File: config.mk
export PLATFORM = sky130hd
export DESIGN_NAME = vga_v_sync_timing
export DESIGN_NICKNAME = d
export VERILOG_FILES = /design/src/rtl/vga_v_sync_timing.sv
export SDC_FILE = /design/constraint.sdc
export NUM_CORES = 1
export LEC_CHECK = 0
export CORE_ASPECT_RATIO = 0.6
export CORE_UTILIZATION = 51
export DETAILED_ROUTE_END_ITERATION = 6
export PLACE_DENSITY = 0.89
export SETUP_SLACK_MARGIN = 0.15
export SLEW_MARGIN = 10
export SYNTH_ARGS = -nofsm -noshare
export SYNTH_HDL_FRONTEND = slang
export SYNTH_SLANG_ARGS = --single-unit
File: constraint.sdc
create_clock -name control_clock -period 2.7 [get_ports control_clock]
set_clock_uncertainty 0.15 [all_clocks]
set_input_delay 0.54 -clock control_clock [delete_from_list [all_inputs] [get_ports control_clock]]
set_output_delay 0.54 -clock control_clock [all_outputs]
set_load 0.03 [all_outputs]
File: src/rtl/vga_v_sync_timing.sv
// Vertical timing stage: turns the h_sync level into pixel coordinates, vsync, video enable and frame strobe.
// Optional line-length lock checking is enabled by defining VGA_LOCK_CHECK_EN.
module vga_v_sync_timing #(
   parameter int H_WHOLE            = 1328,
   parameter int H_ACTIVE           = 1024,
   parameter int V_WHOLE            = 806,
   parameter int V_ACTIVE           = 768,
   parameter int V_SYNC_START       = 771,
   parameter int V_SYNC_END         = 777,
   parameter int V_SYNC_ACTIVE_HIGH = 0,
   parameter int X_WIDTH            = 11,
   parameter int Y_WIDTH            = 10
) (
   input  logic               control_clock,
   input  logic               reset,
   input  logic               h_sync,
   output logic [X_WIDTH-1:0] pixel_x,
   output logic [Y_WIDTH-1:0] pixel_y,
   output logic               video_on,
   output logic               v_sync,
   output logic               frame_start,
   output logic               locked,
   output logic               lock_error,
   output logic               dbg_state
);

   typedef enum logic {WAIT_LOCK = 1'b0, RUN = 1'b1} state_t;

   localparam logic [X_WIDTH-1:0] X_LAST  = X_WIDTH'(H_WHOLE - 1);
   localparam logic [Y_WIDTH-1:0] Y_LAST  = Y_WIDTH'(V_WHOLE - 1);
   localparam logic [X_WIDTH:0]   X_ACT   = (X_WIDTH+1)'(H_ACTIVE);
   localparam logic [Y_WIDTH:0]   Y_ACT   = (Y_WIDTH+1)'(V_ACTIVE);
   localparam logic [Y_WIDTH:0]   Y_VS0   = (Y_WIDTH+1)'(V_SYNC_START);
   localparam logic [Y_WIDTH:0]   Y_VS1   = (Y_WIDTH+1)'(V_SYNC_END);
   localparam logic               VS_ON   = (V_SYNC_ACTIVE_HIGH != 0);

   state_t               state_q, state_d;
   logic                 h_sync_q;
   logic [X_WIDTH-1:0]   x_q, x_d;
   logic [Y_WIDTH-1:0]   y_q, y_d;
   logic                 fs_q, fs_d;
   logic                 lock_q, lock_d;
   logic                 vid_q, vid_d;
   logic                 vs_q, vs_d;
   logic                 rise;

   assign rise = h_sync & ~h_sync_q;

`ifdef VGA_LOCK_CHECK_EN
   logic err_q, err_d;
   logic fault;
`endif

   always_comb begin
      state_d = state_q;
      x_d     = x_q;
      y_d     = y_q;
      fs_d    = 1'b0;
      lock_d  = lock_q;
`ifdef VGA_LOCK_CHECK_EN
      err_d   = err_q;
      fault   = 1'b0;
`endif
      case (state_q)
         WAIT_LOCK: begin
            x_d    = '0;
            y_d    = '0;
            lock_d = 1'b0;
            if (rise) begin
               state_d = RUN;
               lock_d  = 1'b1;
               fs_d    = 1'b1;
            end
         end
         RUN: begin
`ifdef VGA_LOCK_CHECK_EN
            // A legal line has its rise exactly when x sits on the last column.
            fault = rise ? (x_q != X_LAST) : (x_q == X_LAST);
            if (fault) begin
               state_d = WAIT_LOCK;
               lock_d  = 1'b0;
               x_d     = '0;
               y_d     = '0;
               err_d   = 1'b1;
            end else
`endif
            if (rise) begin
               x_d  = '0;
               y_d  = (y_q == Y_LAST) ? '0 : y_q + Y_WIDTH'(1);
               fs_d = (y_d == '0);
            end else if (x_q != X_LAST) begin
               x_d = x_q + X_WIDTH'(1);
            end
         end
         default: state_d = WAIT_LOCK;
      endcase
      // Derived from next-cycle coordinates so they line up with pixel_x/pixel_y.
      vid_d = lock_d && ({1'b0, x_d} < X_ACT) && ({1'b0, y_d} < Y_ACT);
      vs_d  = (lock_d && ({1'b0, y_d} >= Y_VS0) && ({1'b0, y_d} < Y_VS1)) ? VS_ON : ~VS_ON;
   end

   always_ff @(posedge control_clock) begin
      if (reset) begin
         state_q  <= WAIT_LOCK;
         h_sync_q <= 1'b1;
         x_q      <= '0;
         y_q      <= '0;
         fs_q     <= 1'b0;
         lock_q   <= 1'b0;
         vid_q    <= 1'b0;
         vs_q     <= ~VS_ON;
`ifdef VGA_LOCK_CHECK_EN
         err_q    <= 1'b0;
`endif
      end else begin
         state_q  <= state_d;
         h_sync_q <= h_sync;
         x_q      <= x_d;
         y_q      <= y_d;
         fs_q     <= fs_d;
         lock_q   <= lock_d;
         vid_q    <= vid_d;
         vs_q     <= vs_d;
`ifdef VGA_LOCK_CHECK_EN
         err_q    <= err_d;
`endif
      end
   end

   assign pixel_x     = x_q;
   assign pixel_y     = y_q;
   assign video_on    = vid_q;
   assign v_sync      = vs_q;
   assign frame_start = fs_q;
   assign locked      = lock_q;
   assign dbg_state   = state_q;
`ifdef VGA_LOCK_CHECK_EN
   assign lock_error  = err_q;
`else
   assign lock_error  = 1'b0;
`endif

endmodule

==> metrics.csv, run 1 <==
stage,metric,value,unit
run_status,status,"complete, no violations",
clock_tree,htree_levels,1,
placed_design,place.gp.congestion,0.950,
finish,synthToLayoutAreaGrowth,22.3,%
global_route,antenna_found_initial,0,
critical_path,start_kind,flop,
clock_tree,cts_num_sinks,27,
min_path,holdPathEnd,pixel_x[1]$_SDFFE_PP0N_,
synth,synthCells,181,
sta,period_minus_slack,2.32,ns
clock_tree,clockBufferDepth,2,
synth,synth_area_per_cell,8.56,sq um
clock_tree,post_cts_buffers,0,
global_route,grt_pass1_vias,1238,
min_path,hold_path_startpoint,pixel_x[1]$_SDFFE_PP0N_,
critical_path,worstRegToRegCells,6,
detailed_routing,num_vias,1461,
min_path,hold_path_class,flop to flop,
sta,fin_ws,0.377,ns
critical_path,worstReg2RegEnd,v_sync$_SDFF_PP1_,
sta,finalSetupTns,0,ns
floorplanning,floorplan.initialDensity,54.0,%
synth,synth_area_leaders,"dfxtp_1 35%, nor2_1 6.5%, xnor2_1 5.1%",
finish,layout_common_cells,"28 x clkdlybuf4s50_1, 27 x nor2_1, 27 x dfxtp_1, 14 x nand2_1, 9 x xnor2_1",
floorplanning,dieArea,3270,sq um
critical_path,worstSetupPathType,flop to flop,
min_path,hold_depth,2,
critical_path,crit_buf_inv,0,
sta,setup_viol_count_final,0,
finish,final_util,66.0,%
synth,synth_fp_nets,187,
finish,diodes,0,
critical_path,arrival,2.31,ns
pwr,finalPower,0.000676,W
synth,syn-cell-area,1550,sq um
critical_path,path_cells,and4_1 > a31oi_1 > a41oi_2 > nand3_1 > a2111oi_2 > o2111ai_1,
synth,yosysWarnings,0,
clock_tree,insertion_delay,0.27,ns
pwr,p_per_area,357,nW/um^2
synth,ys_seq_elements,27,
floorplanning,io_pins,30,
pwr,p_leak,0.656,nW
detailed_routing,initialDrtViolationCount,111,
synth,yosysUniqueCellTypes,46,
synth,ys_seq_area_share,34.9,%
floorplanning,dieWidth,73.2,um
detailed_routing,ant_nets,0,
run,cap_violations,0,
critical_path,r2r_slack,0.38,ns
placed_design,portBuffers,28,
critical_path,r2r_start,pixel_y[5]$_SDFF_PP0_,
finish,fin_nets,217,
clock_tree,cts_made_buffers,3,
sta,hold_ws,0.408,ns
sta,rsz0062_at_grt,no,
critical_path,critPathMaxStageDelay,0.49,ns
global_route,grt_overflow,0,
detailed_routing,wl_per_cell,15.4,um
floorplanning,fp.coreArea,2870,sq um
floorplanning,die_h,44.7,um
synth,yosysTopAreaCellShare,34.9,%
critical_path,cp-end-kind,flop,
finish,mostFrequentLayoutCell,clkdlybuf4s50_1,
critical_path,crit_family,compound AO/OA/AOI/OAI gates,
clock_tree,cts.clk_slew.worst_paths,0.09,ns
critical_path,cp.required,2.68,ns
sta,period_share,86.0,%
clock_tree,cts_hold_buf,0,
global_route,grt_use_total,25.6,%
clock_tree,root_buffer,clkbuf_8,
floorplanning,row_count,15,
synth,synth_area_leader_cell,dfxtp_1,
placed_design,place_ws,0.160,ns
critical_path,crit_fanout,8,
pwr,ir_drop,0.000272,V
detailed_routing,drc,0,
sta,drv_slew,0,
finish,layout-drive-gt1-share,9.52,%
sta,hold_viol_final,0,
clock_tree,cts_tree,built,
detailed_routing,drt_wl_total,3.87,mm
critical_path,critPathSlowestCell,dfxtp_1,
detailed_routing,first_pass_iters,4,
detailed_routing,routed_via_density,5.80,
placed_design,dpl.hpwl,2.99,mm
global_route,grt_start_max_net_pins,15,
sta,max_clock_freq,431,MHz
global_route,grt_pass1_wl,6.15,mm
clock_tree,cts.repair.resized,0,
[power breakdown]
group / total, W / switching, W / internal, W
Clock: 0.000227 / 0.000121 / 0.000106
Sequential: 0.000407 / 0.00000538 / 0.000402
Combinational: 0.0000416 / 0.0000247 / 0.0000169
Total: 0.000676 / 0.000151 / 0.000525
[flip-flops by register name, indices dropped and copies added, names as in the netlist]
register and count:
frame_start 1, locked 1, video_on 1, dbg_state 1
pixel_y 10, h_sync_q 1, pixel_x 11, v_sync 1
[cells by family after synthesis]
logic type / after synthesis / share of synthesized area [%]
other cells: 1 / 0.242
simple gates: 90 / 31.6
fa+ha+maj: 3 / 2.42
mux: 4 / 2.66
buf+inv: 17 / 7.18
flops: 27 / 34.9
compound gates: 23 / 11.9
xor+xnor: 16 / 9.04
[metrics by stage]
stage	cell area, sq um	std cells
global placement	1850	248
finish	1900	252
CTS	1900	252
detailed placement	1850	248
floorplan	1550	181
global route	1900	252
[layer usage]
layer	GRT usage [%]	up-vias	share of wire, %
met1	37.6	685	48
met4	7.45	0	1.0
li1	-	683	-
met5	0	-	0
met3	10.7	8	11
met2	33.3	85	40
[worst min-delay path, delay by kind of cell (launching register included)]
family           cells  cell delay, ns
muxes                1            0.13
DFF                  1            0.35
and+or+nand+nor      1            0.05
[area by class of cell]
type                    instances  area [sq um]
inverters                       7          26.3
flip-flops and latches         27           541
multi-input cells             137           898
well taps                      42          52.6
clock buffers                   4          45.0
fillers                       239           976
repair buffers                 35           333
[cells in the mapped netlist (all sizes together)]
cell type,count
a31oi,6
a21oi,4
o21a,1
or2b,1
ha,3
and2,4
a41oi,2
clkbuf,2
a22oi,1
xor2,7
nor3,6
a2111oi,1
o31ai,1
o21ai,3
nand2,14
nor2,27
and4,3
a211o,1
and4b,1
or4b,1
nand3,10
nor2b,4
nand2b,4
or2,1
buf,8
mux2,1
inv,7
o2111ai,1
mux2i,3
a211oi,1
nor4,2
nor4b,2
nand4b,2
and3,6
xnor2,9
conb,1
or3,2
dfxtp,27
a221oi,1
[worst max path at each step]
stage | from | to | depth (start not counted)
floorplan | pixel_y[1]$_SDFF_PP0_ | v_sync$_SDFF_PP1_ | 9
global placement | h_sync | v_sync$_SDFF_PP1_ | 7
detailed placement | h_sync | v_sync$_SDFF_PP1_ | 7
CTS | dbg_state$_SDFF_PP0_ | dbg_state | 1
global route | pixel_y[5]$_SDFF_PP0_ | v_sync$_SDFF_PP1_ | 6
finish | pixel_y[5]$_SDFF_PP0_ | v_sync$_SDFF_PP1_ | 6
Power figures use the tool's default switching activity.
==> run 2, diff against run 1 <==
CORE_UTILIZATION = 55   (was 51)
PLACE_DENSITY = unset   (was 0.89)
PLACE_DENSITY_LB_ADDON = 0.08   (was unset)
TNS_END_PERCENT = 5   (was unset)
clock period = 2.8 ns   (was 2.7 ns; I/O delays follow)
==> run 2 against run 1 <==
Against the previous run:
- the flow now finishes with violations (DRC)
- non-clock buffer count down 2
- core utilization up 6.0 points
- sequential power down 3%
==> metrics.csv, run 2 (synthesis results as in run 1) <==
stage,metric,value,unit
global_route,grt_use_total,27.4,%
critical_path,cp-end-kind,flop,
clock_tree,cts.repair.resized,0,
detailed_routing,num_vias,1365,
global_route,antenna_found_initial,0,
critical_path,start_kind,flop,
finish,mostFrequentLayoutCell,clkdlybuf4s50_1,
critical_path,crit_fanout,11,
run,cap_violations,0,
run_status,violations,DRC,
pwr,p_leak,0.645,nW
detailed_routing,first_pass_iters,6,
clock_tree,cts.clk_slew.worst_paths,0.09,ns
clock_tree,cts_made_buffers,3,
finish,layout_common_cells,"28 x clkdlybuf4s50_1, 27 x nor2_1, 27 x dfxtp_1, 14 x nand2_1, 9 x xnor2_1",
floorplanning,die_h,43.1,um
global_route,grt_pass1_wl,6.18,mm
detailed_routing,wl_per_cell,15.6,um
placed_design,portBuffers,28,
global_route,grt_pass1_vias,1253,
sta,period_minus_slack,2.36,ns
finish,layout-drive-gt1-share,8.65,%
finish,fillers,209,
detailed_routing,drt_wl_total,3.75,mm
global_route,grt_overflow,0,
min_path,hold_path_class,flop to flop,
placed_design,dpl.hpwl,2.83,mm
sta,period_share,84.2,%
clock_tree,cts_tree,built,
critical_path,arrival,2.34,ns
critical_path,r2r_slack,0.44,ns
floorplanning,fp.coreArea,2590,sq um
sta,tightestPinTransition,0.503,ns
sta,drv_slew,0,
sta,hold_ws,0.420,ns
finish,synthToLayoutAreaGrowth,20.5,%
pwr,ir_drop,0.000321,V
clock_tree,htree_levels,1,
detailed_routing,ant_nets,0,
clock_tree,root_buffer,clkbuf_8,
sta,finalSetupTns,0,ns
floorplanning,row_count,14,
clock_tree,cts_num_sinks,27,
finish,fin_nets,215,
finish,diodes,0,
critical_path,cp.required,2.79,ns
floorplanning,dieWidth,70.5,um
clock_tree,post_cts_buffers,0,
pwr,p_per_area,351,nW/um^2
critical_path,worstSetupPathType,flop to flop,
sta,rsz0062_at_grt,no,
detailed_routing,initialDrtViolationCount,117,
floorplanning,floorplan.initialDensity,59.8,%
detailed_routing,routed_via_density,5.69,
detailed_routing,drc,4,
global_route,grt_start_max_net_pins,15,
sta,hold_viol_final,0,
sta,max_clock_freq,424,MHz
sta,setup_viol_count_final,0,
clock_tree,insertion_delay,0.28,ns
clock_tree,clockBufferDepth,2,
finish,largest_reg_flops,11,
floorplanning,io_pins,30,
floorplanning,dieArea,3040,sq um
run_status,status,"finished, violations left",
finish,final_util,72.1,%
placed_design,place.gp.congestion,0.922,
clock_tree,cts_hold_buf,0,
sta,relSlewSlack,66.5,%
run 2: cell count changes in the layout (fill, tap and decap cells not counted):
| cell | previous run | this run |
|---|---|---|
| buf_4 | 7 | 5 |
run 2: worst paths after layout:
path | start | endpoint | cells after the start
min reg2reg | pixel_x[1]$_SDFFE_PP0N_ | pixel_x[1]$_SDFFE_PP0N_ | 2
min | pixel_x[1]$_SDFFE_PP0N_ | pixel_x[1]$_SDFFE_PP0N_ | 2
max | pixel_y[3]$_SDFF_PP0_ | v_sync$_SDFF_PP1_ | 6
max reg2reg | pixel_y[3]$_SDFF_PP0_ | v_sync$_SDFF_PP1_ | 6
run 2: power by group:
part           leakage [nW]  internal (W)  switching [W]
Sequential            0.218      0.000388     0.00000496
Clock                0.0228      0.000102       0.000121
Combinational         0.404     0.0000163      0.0000232
Total                 0.645      0.000506       0.000149
run 2: metrics by stage:
step / cell area (sq um) / setup slack (ns) / total power [W] / cells
floorplan: 1550 / 0.560 / 0.000426 / 181
global placement: 1820 / 0.318 / 0.000440 / 236
detailed placement: 1820 / 0.272 / 0.000441 / 236
CTS: 1870 / 0.451 / 0.000660 / 240
global route: 1870 / 0.309 / 0.000678 / 240
finish: 1870 / 0.443 / 0.000655 / 240
run 2: worst max-delay path: stages, from the launching register on:
cell       delay [ns]
dfxtp_1          0.60
and4_1           0.48
a31oi_1          0.15
a41oi_2          0.23
nand3_1          0.13
a2111oi_2        0.34
o2111ai_1        0.14
run 2: metal layers:
layer	up-vias	wire (um)	GRT usage [%]
met5	-	0	0
met4	0	25	6.40
met3	2	280	8.55
met2	55	1450	37.5
met1	625	1990	41.1
li1	683	-	-
run 2: final cells by class:
class | count | area (sq um) | share of cell area [%]
repair buffers | 33 | 318 | 17.0
well taps | 32 | 40.0 | 2.14
clock buffers | 4 | 45.0 | 2.41
inverters | 7 | 26.3 | 1.41
flip-flops and latches | 27 | 541 | 28.9
multi-input cells | 137 | 898 | 48.1
==> run 3, diff against run 2 <==
CORE_UTILIZATION = 46   (was 55)
clock period = 1.95 ns   (was 2.8 ns; I/O delays follow)
==> run 3 against run 2 <==
Against the previous run:
- the flow finishes with violations (setup timing)
- power rose by 45%
- sequential cell count stayed put
- critical path depth shrank 1
- core utilization up 1.2 points
- first-iteration DRC count is 30% higher
- setup slack worse by 0.51 ns
- via count is 13% higher
==> metrics.csv, run 3 (synthesis results as in run 1) <==
stage,metric,value,unit
pwr,finalPower,0.000948,W
clock_tree,cts_tree,built,
floorplanning,row_count,15,
placed_design,portBuffers,28,
finish,synthToLayoutAreaGrowth,43.6,%
floorplanning,die_h,47.0,um
global_route,grt_pass1_vias,1343,
run_status,status,"finished, violations left",
detailed_routing,ant_nets,0,
critical_path,worstSetupPathType,flop to flop,
floorplanning,dieArea,3610,sq um
floorplanning,io_pins,30,
critical_path,cp-end-kind,flop,
sta,period_minus_slack,2.02,ns
detailed_routing,routed_via_density,5.47,
global_route,antenna_found_initial,0,
global_route,grt_start_max_net_pins,15,
finish,layout-drive-gt1-share,31.1,%
floorplanning,dieWidth,76.9,um
finish,finalNonFillerCells,283,
finish,postLayoutCellArea,2230,sq um
clock_tree,cts_made_buffers,3,
sta,tightestPinTransition,0.502,ns
clock_tree,cts.clk_slew.worst_paths,0.09,ns
sta,finalSetupTns,-0.0978,ns
sta,hold_viol_final,0,
clock_tree,root_buffer,clkbuf_8,
floorplanning,floorplan.initialDensity,51.0,%
min_path,hold_depth,2,
sta,fin_ws,-0.0701,ns
detailed_routing,initialDrtViolationCount,152,
sta,period_share,104,%
critical_path,path_cells,nand2_1 > xnor2_1 > a41oi_1 > or4b_1 > a31oi_1,
critical_path,crit_buf_inv,0,
global_route,grt_pass1_wl,6.72,mm
critical_path,cp.required,1.99,ns
critical_path,worstRegToRegCells,5,
finish,fin_nets,248,
placed_design,dpl.hpwl,3.32,mm
global_route,grt_overflow,0,
critical_path,r2r_start,pixel_y[0]$_SDFF_PP0_,
detailed_routing,drt_wl_total,4.43,mm
min_path,holdPathEnd,h_sync_q$_SDFF_PP1_,
run,cap_violations,0,
finish,diodes,0,
pwr,ir_drop,0.000221,V
placed_design,postPlaceCellArea,2080,sq um
critical_path,critPathSlowestCell,or4b_1,
critical_path,arrival,2.06,ns
finish,layout_common_cells,"38 x buf_4, 27 x nor2_1, 21 x dlygate4sd2_1, 18 x dfxtp_1, 14 x nand2_1",
finish,largest_reg_flops,11,
sta,setup_viol_count_final,2,
clock_tree,cts_num_sinks,27,
critical_path,worstReg2RegEnd,frame_start$_SDFF_PP0_,
critical_path,critPathMaxStageDelay,0.52,ns
clock_tree,insertion_delay,0.27,ns
clock_tree,htree_levels,1,
detailed_routing,wl_per_cell,15.7,um
floorplanning,fp.coreArea,3040,sq um
global_route,grt_use_total,25.1,%
pwr,p_leak,0.969,nW
clock_tree,clockBufferDepth,2,
critical_path,start_kind,flop,
critical_path,crit_family,simple AND/OR/NAND/NOR gates,
detailed_routing,num_vias,1548,
placed_design,place.gp.congestion,0.963,
critical_path,r2r_slack,-0.07,ns
min_path,hold_path_startpoint,h_sync,
detailed_routing,first_pass_iters,4,
sta,relSlewSlack,66.2,%
detailed_routing,drc,0,
pwr,p_per_area,426,nW/um^2
run_status,violations,setup timing,
placed_design,dp_cells,277,
sta,max_clock_freq,495,MHz
critical_path,crit_fanout,6,
min_path,hold_path_class,primary input to flop,
finish,mostFrequentLayoutCell,buf_4,
sta,rsz0062_at_grt,yes,
sta,drv_slew,0,
## run 3: cell count changes in the layout (fill, tap and decap cells not counted), sizes merged
| cell | delta |
|---|---|
| buf | +33 |
| clkdlybuf4s50 | -27 |
| dlygate4sd2 | +21 |
| dlymetal6s2s | +3 |
| clkdlybuf4s15 | +2 |
| clkbuf | +1 |
## run 3: final cells by class
type / count / area (sq um)
Timing Repair Buffer: 66 / 542
Tap cell: 42 / 52.6
Multi-Input combinational cell: 137 / 1000
Inverter: 7 / 26.3
Fill cell: 235 / 815
Clock buffer: 4 / 45.0
Sequential cell: 27 / 559
## run 3: worst max-delay path by stage
stage | cells past startpoint | endpoint | from | slack (ns)
6_report | 5 | frame_start$_SDFF_PP0_ | pixel_y[0]$_SDFF_PP0_ | -0.07
5_1_grt | 5 | frame_start$_SDFF_PP0_ | pixel_y[0]$_SDFF_PP0_ | -0.14
4_1_cts | 7 | v_sync$_SDFF_PP1_ | h_sync | -0.09
3_5_place_dp | 7 | v_sync$_SDFF_PP1_ | h_sync | -0.37
3_3_place_gp | 7 | v_sync$_SDFF_PP1_ | h_sync | -0.33
2_1_floorplan | 9 | v_sync$_SDFF_PP1_ | pixel_y[1]$_SDFF_PP0_ | -0.05
## run 3: repair_timing
item,in CTS,in global routing
setup buffers,0,2
gates resized for setup,28,27
endpoints found under the setup margin,32,18
gates cloned,0,0
pin swaps,1,12
hold buffers,0,0
## run 3: power by group
group / internal, W / switching (W)
Sequential: 0.000553 / 0.00000560
Clock: 0.000146 / 0.000171
Combinational: 0.0000308 / 0.0000420
Total: 0.000730 / 0.000218
## run 3: routing by layer
metal	wire [um]	share of wire, %	global-route usage [%]
met3	407	9.2	6.60
met2	1780	40	35.9
met4	29	0.65	4.23
met1	2210	50	37.7
met5	0	0	0
## run 3: metrics by stage
step	hold WS (ns)	utilization, %	setup slack, ns
floorplan	0.312	-	-0.0516
global placement	0.382	68.6	-0.328
detailed placement	0.398	68.6	-0.366
CTS	0.419	69.5	-0.0887
global route	0.358	73.2	-0.145
finish	0.341	73.2	-0.0701
